<file path="src/rtl/l4_frame_builder.sv">
// l4_frame_builder: builds Ethernet/[VLAN]/IPv4/UDP frames one byte per beat from a header command plus payload stream.
// Optional 802.1Q tag insertion is compiled in with `define L4_FRAME_VLAN_EN.
module l4_frame_builder #(
  parameter logic [7:0] TTL       = 8'h40,
  parameter int         MIN_FRAME = 60
) (
  input  logic        clk,
  input  logic        rst,
  input  logic        cmd_valid,
  output logic        cmd_ready,
  input  logic [47:0] cmd_dst_mac,
  input  logic [47:0] cmd_src_mac,
  input  logic [31:0] cmd_src_ip,
  input  logic [31:0] cmd_dst_ip,
  input  logic [15:0] cmd_src_port,
  input  logic [15:0] cmd_dst_port,
  input  logic [15:0] cmd_pl_len,
`ifdef L4_FRAME_VLAN_EN
  input  logic        cmd_vlan_en,
  input  logic [15:0] cmd_vlan_tci,
`endif
  input  logic [7:0]  pl_data,
  input  logic        pl_valid,
  output logic        pl_ready,
  output logic [7:0]  tx_data,
  output logic        tx_valid,
  input  logic        tx_ready,
  output logic        tx_sof,
  output logic        tx_eof
);

  localparam logic [15:0] VLAN = 16'h8100;
  localparam logic [15:0] IPV4 = 16'h0800;
  localparam logic [7:0]  UDP  = 8'd17;

  typedef enum logic [3:0] {
    st_idle, st_csum, st_destmac, st_srcmac, st_vlan, st_arbt,
    st_ipv4, st_udp, st_l4_payload, st_pad, st_end
  } type_state_e;

  type_state_e state, state_nxt;
  logic [15:0] cnt, fcnt, frame_len, frame_id, csum;
  logic [19:0] acc;
  logic [47:0] dst_mac, src_mac;
  logic [31:0] src_ip, dst_ip;
  logic [15:0] src_port, dst_port, pl_len;
  logic        vlan_en, vlan_cmd;
  logic [15:0] vlan_tci;
  logic        accept, load, emit, last;
  logic [7:0]  byte_nxt;
  logic [15:0] total_len, udp_len, csum_word, hdr_plus, frame_len_new;
  logic [16:0] fold1;
  logic [15:0] fold2;
  logic [159:0] ip_hdr;
  logic [63:0]  udp_hdr;
  logic [7:0]   dst_byte, src_byte, vlan_byte, eth_byte, ip_byte, udp_byte;

`ifdef L4_FRAME_VLAN_EN
  assign vlan_cmd = cmd_vlan_en;
  always_ff @(posedge clk or posedge rst) begin
    if (rst) begin
      vlan_en  <= 1'b0;
      vlan_tci <= 16'h0000;
    end else if (accept) begin
      vlan_en  <= cmd_vlan_en;
      vlan_tci <= cmd_vlan_tci;
    end
  end
`else
  assign vlan_cmd = 1'b0;
  assign vlan_en  = 1'b0;
  assign vlan_tci = 16'h0000;
`endif

  assign cmd_ready = (state == st_idle) && !rst;
  assign accept    = cmd_valid && cmd_ready;
  assign load      = !tx_valid || tx_ready;
  assign pl_ready  = (state == st_l4_payload) && load;
  assign last      = (fcnt == frame_len - 16'd1);

  assign total_len     = pl_len + 16'd28;
  assign udp_len       = pl_len + 16'd8;
  assign hdr_plus      = cmd_pl_len + (vlan_cmd ? 16'd46 : 16'd42);
  assign frame_len_new = (hdr_plus < 16'(MIN_FRAME)) ? 16'(MIN_FRAME) : hdr_plus;

  always_comb begin
    csum_word = 16'h0000;
    case (cnt[3:0])
      4'd0: csum_word = 16'h4500;
      4'd1: csum_word = total_len;
      4'd2: csum_word = frame_id;
      4'd3: csum_word = 16'h4000;
      4'd4: csum_word = {TTL, UDP};
      4'd6: csum_word = src_ip[31:16];
      4'd7: csum_word = src_ip[15:0];
      4'd8: csum_word = dst_ip[31:16];
      4'd9: csum_word = dst_ip[15:0];
      default: csum_word = 16'h0000;
    endcase
  end

  // Two folds are enough: after the first the carry is at most one.
  assign fold1 = {1'b0, acc[15:0]} + {13'b0, acc[19:16]};
  assign fold2 = fold1[15:0] + {15'b0, fold1[16]};

  assign ip_hdr  = {16'h4500, total_len, frame_id, 16'h4000, TTL, UDP, csum, src_ip, dst_ip};
  assign udp_hdr = {src_port, dst_port, udp_len, 16'h0000};

  assign dst_byte  = 8'(dst_mac >> {3'd5 - cnt[2:0], 3'b000});
  assign src_byte  = 8'(src_mac >> {3'd5 - cnt[2:0], 3'b000});
  assign vlan_byte = 8'({VLAN, vlan_tci} >> {2'd3 - cnt[1:0], 3'b000});
  assign eth_byte  = cnt[0] ? IPV4[7:0] : IPV4[15:8];
  assign ip_byte   = 8'(ip_hdr >> {5'd19 - cnt[4:0], 3'b000});
  assign udp_byte  = 8'(udp_hdr >> {3'd7 - cnt[2:0], 3'b000});

  always_comb begin
    state_nxt = state;
    emit      = 1'b0;
    byte_nxt  = 8'h00;
    case (state)
      st_idle: if (accept) state_nxt = st_csum;
      st_csum: if (cnt == 16'd10) state_nxt = st_destmac;
      st_destmac: begin
        emit = load; byte_nxt = dst_byte;
        if (emit && cnt == 16'd5) state_nxt = st_srcmac;
      end
      st_srcmac: begin
        emit = load; byte_nxt = src_byte;
        if (emit && cnt == 16'd5) state_nxt = vlan_en ? st_vlan : st_arbt;
      end
      st_vlan: begin
        emit = load; byte_nxt = vlan_byte;
        if (emit && cnt == 16'd3) state_nxt = st_arbt;
      end
      st_arbt: begin
        emit = load; byte_nxt = eth_byte;
        if (emit && cnt == 16'd1) state_nxt = st_ipv4;
      end
      st_ipv4: begin
        emit = load; byte_nxt = ip_byte;
        if (emit && cnt == 16'd19) state_nxt = st_udp;
      end
      st_udp: begin
        emit = load; byte_nxt = udp_byte;
        if (emit && cnt == 16'd7) state_nxt = (pl_len == 16'd0) ? st_pad : st_l4_payload;
      end
      st_l4_payload: begin
        emit = load && pl_valid; byte_nxt = pl_data;
        if (emit && cnt == pl_len - 16'd1) state_nxt = last ? st_end : st_pad;
      end
      st_pad: begin
        emit = load;
        if (emit && last) state_nxt = st_end;
      end
      st_end: if (tx_valid && tx_ready) state_nxt = st_idle;
      default: state_nxt = st_idle;
    endcase
  end

  always_ff @(posedge clk or posedge rst) begin
    if (rst) begin
      state <= st_idle;
      cnt <= '0; fcnt <= '0; frame_len <= '0; frame_id <= '0; csum <= '0; acc <= '0;
      dst_mac <= '0; src_mac <= '0; src_ip <= '0; dst_ip <= '0;
      src_port <= '0; dst_port <= '0; pl_len <= '0;
      tx_valid <= 1'b0; tx_data <= 8'h00; tx_sof <= 1'b0; tx_eof <= 1'b0;
    end else begin
      state <= state_nxt;
      if (state_nxt != state) cnt <= '0;
      else if (state == st_csum || emit) cnt <= cnt + 16'd1;
      if (accept) begin
        dst_mac <= cmd_dst_mac; src_mac <= cmd_src_mac;
        src_ip <= cmd_src_ip; dst_ip <= cmd_dst_ip;
        src_port <= cmd_src_port; dst_port <= cmd_dst_port;
        pl_len <= cmd_pl_len; frame_len <= frame_len_new;
        acc <= '0; fcnt <= '0;
      end
      if (state == st_csum) begin
        if (cnt < 16'd10) acc <= acc + {4'b0, csum_word};
        else csum <= ~fold2;
      end
      if (emit) fcnt <= fcnt + 16'd1;
      if (load) begin
        tx_valid <= emit;
        if (emit) begin
          tx_data <= byte_nxt;
          tx_sof  <= (fcnt == 16'd0);
          tx_eof  <= last;
        end
      end
      if (state == st_end && tx_valid && tx_ready) frame_id <= frame_id + 16'd1;
    end
  end

endmodule

</file>
<file path="config.mk">
export PLATFORM = sky130hd
export DESIGN_NAME = l4_frame_builder
export DESIGN_NICKNAME = d
export VERILOG_FILES = /design/src/rtl/l4_frame_builder.sv
export SDC_FILE = /design/constraint.sdc
export NUM_CORES = 1
export LEC_CHECK = 0
export CORE_MARGIN = 2
export CORE_UTILIZATION = 61
export DETAILED_ROUTE_END_ITERATION = 12
export PLACE_DENSITY = 0.86
export SLEW_MARGIN = 20
export SYNTH_ARGS = -nofsm -noshare
export SYNTH_HDL_FRONTEND = slang
export SYNTH_SLANG_ARGS = --single-unit
</file>
<file path="constraint.sdc">
create_clock -name clk -period 47 [get_ports clk]
set_clock_uncertainty 0.2 [all_clocks]
set_input_delay 11.75 -clock clk [delete_from_list [all_inputs] [get_ports clk]]
set_output_delay 11.75 -clock clk [all_outputs]
set_load 0.02 [all_outputs]
</file>
==> run metrics <==
clock root cell clkbuf_16; Post-synth top flop dfrtp_1; max-slew violation count 0; Worst Reg2Reg Path Length in Cells 16; Die W 182 µm; Most common cell on crit path clkdlybuf4s50_1; initial antenna violation count 2; Post-Syn Nets 2,536; Die Height 182 µm; H-tree depth 2; total design power 1460 µW; IO Count 234; Worst EP required 35,050 ps; clock sink count 323; first-pass GRT wire length 92,200 µm; FF-to-FF Start cnt[2]; CP startpoint rst; endpoints failing setup 0; Reg2Reg Capture Point acc[17]; Leakage Power 0.0104 µW; NumNets Final 2,673; register clock-pin slew on the reported worst setup and hold paths 60 ps; Power Density 63.6 nW/µm²; WHS Path Cells 2; Seq/Total Area, Yosys 41.8%; Starting Density 61.6%; RSZ-0062 raised after global routing false; area delta synth->final 18.5%; max_slew headroom 31.0%; Post-synth EDFFs 0; global route overflow 0; Synth area leaders dfrtp_1 (42%), nand2_1 (15%), mux4_2 (5.2%); Clk Latency, worst-skew pair 530 ps; WL per Instance 20.5 µm; Worst Path Arrival 13,990 ps; Yosys warnings 0; CTS Buf Count 36; top-count cell post-synth nand2_1; DP HPWL 41,400 µm; status finished clean; aggregate negative setup slack 0 ps; Max-Cap Viols 0; Slew @ Worst Pin 1030 ps; # DRC 0; worst-path cell chain clkdlybuf4s50_1, inv_8, and3_1, clkdlybuf4s50_1; Setup crit start kind input pin; CTS tree yes; #FFs+latches synth 323; worst-path fanout max 112; Final ANT Viol Nets 0; post-CTS sizing 0; postcts setup bufs 0; final hold vios 0; largest net degree at the start of global routing 113; total global-route track usage 35.0%; DR pass1 iterations 8; final instance count without filler cells 2,835; Clock Tree Buf Depth 3; final period utilization 55.2%; Hold Path Class reg -> reg; post-layout minimum cycle time 25,940 ps; layout cells sized above 1 6.38%; Crit Path Class in -> out; Buffers on Ports 233; total die area 33,100 µm²; Hold Buf Count CTS 0; CP peak stage delay 650 ps; row cnt 65; Post-Route WL 58,100 µm; cell count after placement 2,771; Max Clk Rate 38.6 MHz; number of DRC markers in iteration 0 1,952; post-synthesis instance area 19,300 µm²; Setup crit end kind output pin; core area 31,400 µm²; Worst Hold Endpoint dst_mac[1]; maximum vdd drop 0.0306 mV; Syn Inst Count 2,270; R2R Setup Slk 40,860 ps; Async SR Flop Fraction 100%; detailed-route via count 17,800; global placer's final weighted congestion 0.975; hold path startpoint dst_mac[1]; Synth Area per Inst 8.52 µm²; leading area contributor after synthesis dfrtp_1; Netlist cell types 82; CP max-delay cell clkdlybuf4s50_1; most frequent cells after synthesis nand2_1 (760), dfrtp_1 (323), clkbuf_1 (118), o21ai_0 (110), nor2_1 (98); vias in the first global route 17,300; vias per cell 6.29; top cell type's share of synthesized area 41.8%
-- critical path, delay by kind of cell --
kind | cells | cell delay, ps
buffers and inverters | 3 | 1720
and+or+nand+nor | 1 | 410
-- metal layers --
layer | routed length, µm | global-route usage (%)
met5 | 0 | 0
met4 | 2340 | 12.6
met2 | 27000 | 55.6
met1 | 23300 | 48.4
met3 | 5420 | 6.82
-- through the flow --
stage | utilization [%] | setup WS, ps | hold slack, ps | area, µm²
6_report | 73.0 | 21060 | 274 | 22900
5_1_grt | 73.0 | 20950 | 295 | 22900
4_1_cts | 72.9 | 21090 | 273 | 22900
3_5_place_dp | 69.1 | 21110 | 259 | 21700
3_3_place_gp | 69.1 | 21190 | 252 | 21700
2_1_floorplan | - | 15620 | 240 | 19300
-- flip-flops by register name, indices dropped and copies added, names as in the netlist, 20 cells and up --
name,count
acc,20
src_mac,48
dst_mac,48
src_ip,32
dst_ip,32
-- power breakdown --
part | switching, µW | internal, µW
combinational | 357 | 268
sequential | 148 | 398
clock | 116 | 171
total | 621 | 836
-- logic make-up (layout without fill, tap and decap cells) --
group,Yosys count,in the layout,share of synthesized area (%)
AO/OA/AOI/OAI,352,352,12.1
XOR/XNOR,140,140,6.34
adder cells (fa/ha/maj),45,45,2.99
buffers and inverters,184,345,3.80
flip-flops,323,323,41.8
multiplexers,75,75,6.83
other,0,2,0
AND/OR/NAND/NOR,1151,1151,26.1
-- final cells by class --
| type | count | area, µm² |
|---|---|---|
| Sequential cell | 323 | 8090 |
| Tap cell | 402 | 503 |
| Clock inverter | 9 | 113 |
| Inverter | 39 | 154 |
| Timing Repair Buffer | 244 | 2410 |
| Fill cell | 2302 | 8480 |
| Antenna cell | 2 | 5.00 |
| Multi-Input combinational cell | 1763 | 10600 |
| Clock buffer | 53 | 1080 |
-- cells in the final DEF (no fill, tap or decap), types with 6 or more instances in the layout --
cell type	n
a211oi_1	9
a21boi_0	6
a21o_1	12
a21oi_1	57
a222oi_1	11
a22o_1	10
a22oi_1	24
a31oi_1	18
and2_1	11
and3_1	23
buf_4	11
clkbuf_16	36
clkbuf_8	12
clkdlybuf4s50_1	233
dfrtp_1	321
ha_1	43
inv_1	37
mux2i_1	26
mux4_2	45
nand2_1	759
nand2b_1	11
nand3_1	86
nand4_1	26
nor2_1	98
nor2b_1	11
nor3_1	42
nor3_2	11
nor4_1	15
o211ai_1	8
o21a_1	10
o21ai_0	110
o221ai_1	11
o22ai_1	12
o31ai_1	9
or2_2	7
or3_1	13
xnor2_1	78
xor2_1	62
-- worst max path at each step --
stage,end,slack [ps],depth (start not counted)
floorplan,cmd_ready,15620,2
global route,cmd_ready,20950,4
global placement,cmd_ready,21190,4
CTS,cmd_ready,21090,4
detailed placement,cmd_ready,21110,4
finish,cmd_ready,21060,4
(Power assumes the default switching activity.)
==> edit 1, RTL diff (same settings) <==
Encoding of `type_state_e`: now Gray code (4 bits for 11 states).
--- a/src/rtl/l4_frame_builder.sv
+++ b/src/rtl/l4_frame_builder.sv
@@ -35,6 +35,6 @@
 
   typedef enum logic [3:0] {
-    st_idle, st_csum, st_destmac, st_srcmac, st_vlan, st_arbt,
-    st_ipv4, st_udp, st_l4_payload, st_pad, st_end
+    st_idle = 4'b0000, st_csum = 4'b0001, st_destmac = 4'b0011, st_srcmac = 4'b0010, st_vlan = 4'b0110, st_arbt = 4'b0111,
+    st_ipv4 = 4'b0101, st_udp = 4'b0100, st_l4_payload = 4'b1100, st_pad = 4'b1101, st_end = 4'b1111
   } type_state_e;
 
Check against the original RTL: same outputs for any inputs over 10 cycles, from zero or initial values and one cycle with rst high; not proved beyond that.
==> edit 1 against the original RTL <==
  * Synthesized cell count up 0.35%
  * Synthesized area up 0.51%
  * Fmax up 1.0%
  * Final cell count up 0.53%
  * Total power down 9.1%
  * Die area up 0.50%
  * Sequential share of layout area down 0.26 points
  * Cell area up 0.73%
  * Sequential cell count unchanged
  * Setup slack better by 0.26 ns
  * Wire length up 3.4%
  * First-iteration DRC count up 12%
  * Worst hold slack worse by 0.0064 ns
  * Critical path type unchanged
  * Critical endpoint unchanged
==> edit 1: results (changes against the original RTL) <==
Logic synthesis
  • Top cells by count, synth: nand2_1, dfrtp_1, clkbuf_1 (unchanged)
  • Ys flop type: dfrtp_1 (unchanged)
  • Fraction of registers with async set/reset: 1.00 (unchanged)
  • XOR/XNOR Fraction of Synth Area: 0.0613 (was 0.0634)
  • Syn_nets: 2544 (was 2536)
  • Synth Area in Compound Gates: 0.127 (was 0.121)
  • Yosys warns: 0 (unchanged)
  • Synth top area cells: dfrtp_1, nand2_1, mux4_2, xnor2_1, ha_1 (was dfrtp_1, nand2_1, mux4_2, xnor2_1, o21ai_0)
  • Mux cell area share after synthesis: 0.0666 (was 0.0683)
  • Post-Synthesis Cells: 2278 (was 2270)
  • Synth Area in Adders: 0.0297 (was 0.0299)
  • Seq/Total Area, Yosys: 0.416 (was 0.418)
  • Synth cell types: 90 (was 82)

Worst hold path
  • Hold Path Origin: dst_port[11] (was dst_mac[1])
  • Hold EP: dst_port[11] (was dst_mac[1])
  • Hold WC Path Type: flip-flop to flip-flop (unchanged)
  • Hold depth: 2 (unchanged)

Setup path
  • Crit-path slowest cell: clkdlybuf4s50_1 (unchanged)
  • Crit path DAT: 13.72 ns (was 13.99 ns)
  • RR Endpoint: acc[19] (was acc[17])
  • Slowest stage delay, CP: 0.63 ns (was 0.65 ns)
  • Critical path peak fanout: 88 (was 112)
  • Reg2Reg Depth: 15 (was 16)
  • Worst R2R Setup Slack: 41.11 ns (was 40.86 ns)
  • FF-to-FF Start: cnt[2] (unchanged)

Routing
  • Vias per std cell: 6.35 (was 6.29)
  • Drt pass-1 iters: 7 (was 8)
  • WL per Instance: 21.1 um (was 20.5 um)
  • Routed WL: 60000 um (was 58100 um)
  • Initial drt markers: 2177 (was 1952)

Clock tree
  • H-tree levels: 2 (unchanged)
  • Post_cts resized: 0 (unchanged)
  • Clock Path Buffers: 3 (unchanged)
  • Reg clk slew, reported paths: 0.06 ns (about the same)
  • Clk_lat worst skew: 0.53 ns (about the same)
  • TritonCTS buffer count: 36 (unchanged)
  • CTS root buf: clkbuf_16 (unchanged)
  • Number of setup buffers added after CTS: 0 (unchanged)

Global route
  • Largest net degree at the start of global routing: 255 (was 113)
  • Vias in the first global route: 17596 (was 17343)
  • Tot GR Track Use: 0.363 (was 0.350)
  • Initial antenna violation count: 2 (unchanged)
  • First-pass GRT wire length: 95500 um (was 92200 um)

Pwr
  • Leak: 10.4 nW (about the same)
  • Max IR drop VDD: 0.0441 mV (was 0.0306 mV)

Placed design
  • Dpl cells: 2784 (was 2771)
  • Pre-CTS setup slack: 21.32 ns (was 21.11 ns)
  • Dpl hpwl: 42800 um (was 41400 um)
  • PortBufs: 233 (unchanged)
  • Routability Congestion: 0.999 (was 0.975)

Layout
  • Top flop regs: dst_mac: 48 flops, src_mac: 48 flops (unchanged)
  • Share of layout cells above drive strength 1: 0.0621 (was 0.0638)
  • Nets: 2687 (was 2673)
  • Filler cells: 2235 (was 2302)

Timing
  • Final setup TNS: 0 ns (unchanged)
  • Worst Max-Slew Pin Slew: 1.35 ns (was 1.03 ns)

Run status
  • Status: completed (unchanged)
## edit 1: changes by cell type after synthesis, moves of 7 or more
cell,unedited run,this run
o21ai_0,110,92
nor2b_1,11,19
o211ai_1,8,18
clkbuf_1,118,111
nand4_1,26,35
a211oi_1,9,16
mux2i_1,26,45
mux4_2,45,34
a2111oi_0,0,7
a21oi_1,57,44
## edit 1: how the worst max path moves through the flow
stage | startpoint | to | slack (ns) | depth (start not counted)
final | rst | cmd_ready | 21.33 | 4
after global routing | rst | cmd_ready | 21.21 | 4
after CTS | rst | cmd_ready | 21.32 | 4
after detailed placement | rst | cmd_ready | 21.32 | 4
after global placement | rst | cmd_ready | 21.33 | 4
after floorplan | rst | cmd_ready | 15.62 | 2
## edit 1: stage by stage
| step | util | hold slack, ns | area [um2] | power (mW) |
|---|---|---|---|---|
| floorplan | - | 0.238 | 19400 | 0.840 |
| global placement | 0.693 | 0.252 | 21800 | 0.990 |
| detailed placement | 0.693 | 0.255 | 21800 | 1.01 |
| CTS | 0.732 | 0.270 | 23000 | 1.31 |
| global route | 0.733 | 0.288 | 23100 | 1.40 |
| finish | 0.733 | 0.267 | 23100 | 1.32 |
## edit 1: worst max-delay path: cells and delay by family
| family | cells | cell delay [ns] |
|---|---|---|
| buffers and inverters | 3 | 1.59 |
| AND/OR/NAND/NOR | 1 | 0.33 |
## edit 1: routing by layer
| metal | share of wire | GRT usage | vias to the layer above |
|---|---|---|---|
| met5 | 0.00013 | 0 | - |
| met4 | 0.038 | 0.125 | 2 |
| met3 | 0.10 | 0.0720 | 178 |
| met2 | 0.46 | 0.568 | 1002 |
| met1 | 0.40 | 0.510 | 8753 |
| li1 | - | - | 8165 |
## edit 1: logic make-up (layout without fill, tap and decap cells)
| family | count (synthesis) | in the layout |
|---|---|---|
| xor+xnor | 136 | 136 |
| other cells | 0 | 1 |
| mux | 85 | 85 |
| buf+inv | 180 | 349 |
| simple gates | 1155 | 1155 |
| flops | 323 | 323 |
| compound gates | 354 | 354 |
| fa+ha+maj | 45 | 45 |
## edit 1: power by group
part | switching [mW] | internal, mW
registers | 0.129 | 0.382
clock network | 0.117 | 0.177
logic | 0.302 | 0.217
total | 0.549 | 0.776
## edit 1: layout make-up
type / count / area, um2 / share of cell area
multi-input combinational: 1775 / 10600 / 0.461
sequential: 323 / 8090 / 0.350
timing repair buffer: 245 / 2460 / 0.107
clock buffer: 49 / 1040 / 0.0450
tap: 402 / 503 / 0.0218
clock inverter: 15 / 193 / 0.00835
inverter: 40 / 158 / 0.00683
antenna: 1 / 2.50 / 0.000108
==> edit 2, RTL diff (same flow settings) <==
Made on the original files. Set the parameter `MIN_FRAME` to 32 (it was 60).
--- a/src/rtl/l4_frame_builder.sv
+++ b/src/rtl/l4_frame_builder.sv
@@ -3,5 +3,5 @@
 module l4_frame_builder #(
   parameter logic [7:0] TTL       = 8'h40,
-  parameter int         MIN_FRAME = 60
+  parameter int         MIN_FRAME = 32
 ) (
   input  logic        clk,
Check against the original RTL: no difference found for any inputs over 10 cycles, from zero or initial values and one cycle with rst high; that may be too few to reach the edited logic, so the function may still have changed.
==> edit 2 against the original RTL <==
  * Non-clock buffer count is 2 higher
  * Synthesized area is 0.76% higher
  * Setup slack better by 0.16 ns
  * Total power is 11% lower
  * Wire length is 6.5% higher
  * Critical path type unchanged
  * Sequential cell count stayed put
  * Register-to-register slack better by 0.41 ns
  * Critical endpoint unchanged
  * Cell area is 0.70% higher
==> edit 2: results (changes against the original RTL) <==
Setup path
  • RR Endpoint: acc[14] (was acc[17])
  • Worst R2R Setup Slack: 41.27 ns (was 40.86 ns)
  • FF-to-FF Start: cnt[0] (was cnt[2])
  • Crit path DAT: 13.83 ns (was 13.99 ns)
  • Critical path peak fanout: 92 (was 112)

Run status
  • Status: completed (unchanged)

Worst hold path
  • Hold EP: src_port[13] (was dst_mac[1])

Pwr
  • Comb pwr share: 0.395 (was 0.429)
  • Leak: 10.3 nW (was 10.4 nW)
  • NetSw: 0.541 mW (was 0.621 mW)
  • Max IR drop VDD: 0.0344 mV (was 0.0306 mV)

Layout
  • Filler cells: 2319 (was 2302)
  • Nets: 2701 (was 2673)
  • Area of the multi-input gates: 10700 um2 (was 10600 um2)
  • Share of layout cells above drive strength 1: 0.0617 (was 0.0638)

Logic synthesis
  • Seq/Total Area, Yosys: 0.415 (was 0.418)
  • Syn_nets: 2563 (was 2536)
  • Synth Area in Compound Gates: 0.126 (was 0.121)
  • Synth Area in Adders: 0.0290 (was 0.0299)
  • XOR/XNOR Fraction of Synth Area: 0.0645 (was 0.0634)
  • Post-Synthesis Cells: 2298 (was 2270)
  • Top cells by count, synth: nand2_1, dfrtp_1, clkbuf_1 (unchanged)
  • Mux cell area share after synthesis: 0.0685 (was 0.0683)
  • Synth top area cells: dfrtp_1, nand2_1, mux4_2, xnor2_1, xor2_1 (was dfrtp_1, nand2_1, mux4_2, xnor2_1, o21ai_0)
  • Synth cell types: 87 (was 82)

Placed design
  • Pre-CTS setup slack: 21.24 ns (was 21.11 ns)
  • Routability Congestion: 0.999 (was 0.975)
  • Dpl hpwl: 44200 um (was 41400 um)

Global route
  • Largest net degree at the start of global routing: 165 (was 113)
  • First-pass GRT wire length: 96200 um (was 92200 um)
  • Tot GR Track Use: 0.370 (was 0.350)
  • Initial antenna violation count: 1 (was 2)

Routing
  • Drt pass-1 iters: 6 (was 8)
  • Via total after detailed routing: 18145 (was 17821)
  • Vias per std cell: 6.33 (was 6.29)
  • WL per Instance: 21.6 um (was 20.5 um)
  • Initial drt markers: 2102 (was 1952)

Timing
  • Final hold slack: 0.270 ns (was 0.274 ns)
  • Final Cycle Share: 0.548 (was 0.552)
-- edit 2: worst max-delay path by stage --
| stage | from | cells past startpoint | end |
|---|---|---|---|
| 2_1_floorplan | rst | 2 | cmd_ready |
| 3_3_place_gp | rst | 4 | cmd_ready |
| 3_5_place_dp | rst | 4 | cmd_ready |
| 4_1_cts | rst | 4 | cmd_ready |
| 5_1_grt | rst | 4 | cmd_ready |
| 6_report | rst | 4 | cmd_ready |
-- edit 2: cell type report --
cell class	count	share of cell area
Clock inverter	17	0.00803
Timing Repair Buffer	246	0.106
Tap cell	402	0.0218
Inverter	44	0.00748
Antenna cell	1	0.000108
Multi-Input combinational cell	1785	0.463
Sequential cell	323	0.351
Clock buffer	47	0.0431
-- edit 2: routing by layer --
layer,routed length (um),vias up,GRT usage
li1,-,8211,-
met1,24300,8750,0.498
met2,28900,1004,0.604
met3,5830,180,0.0627
met4,2720,0,0.143
met5,0,-,0
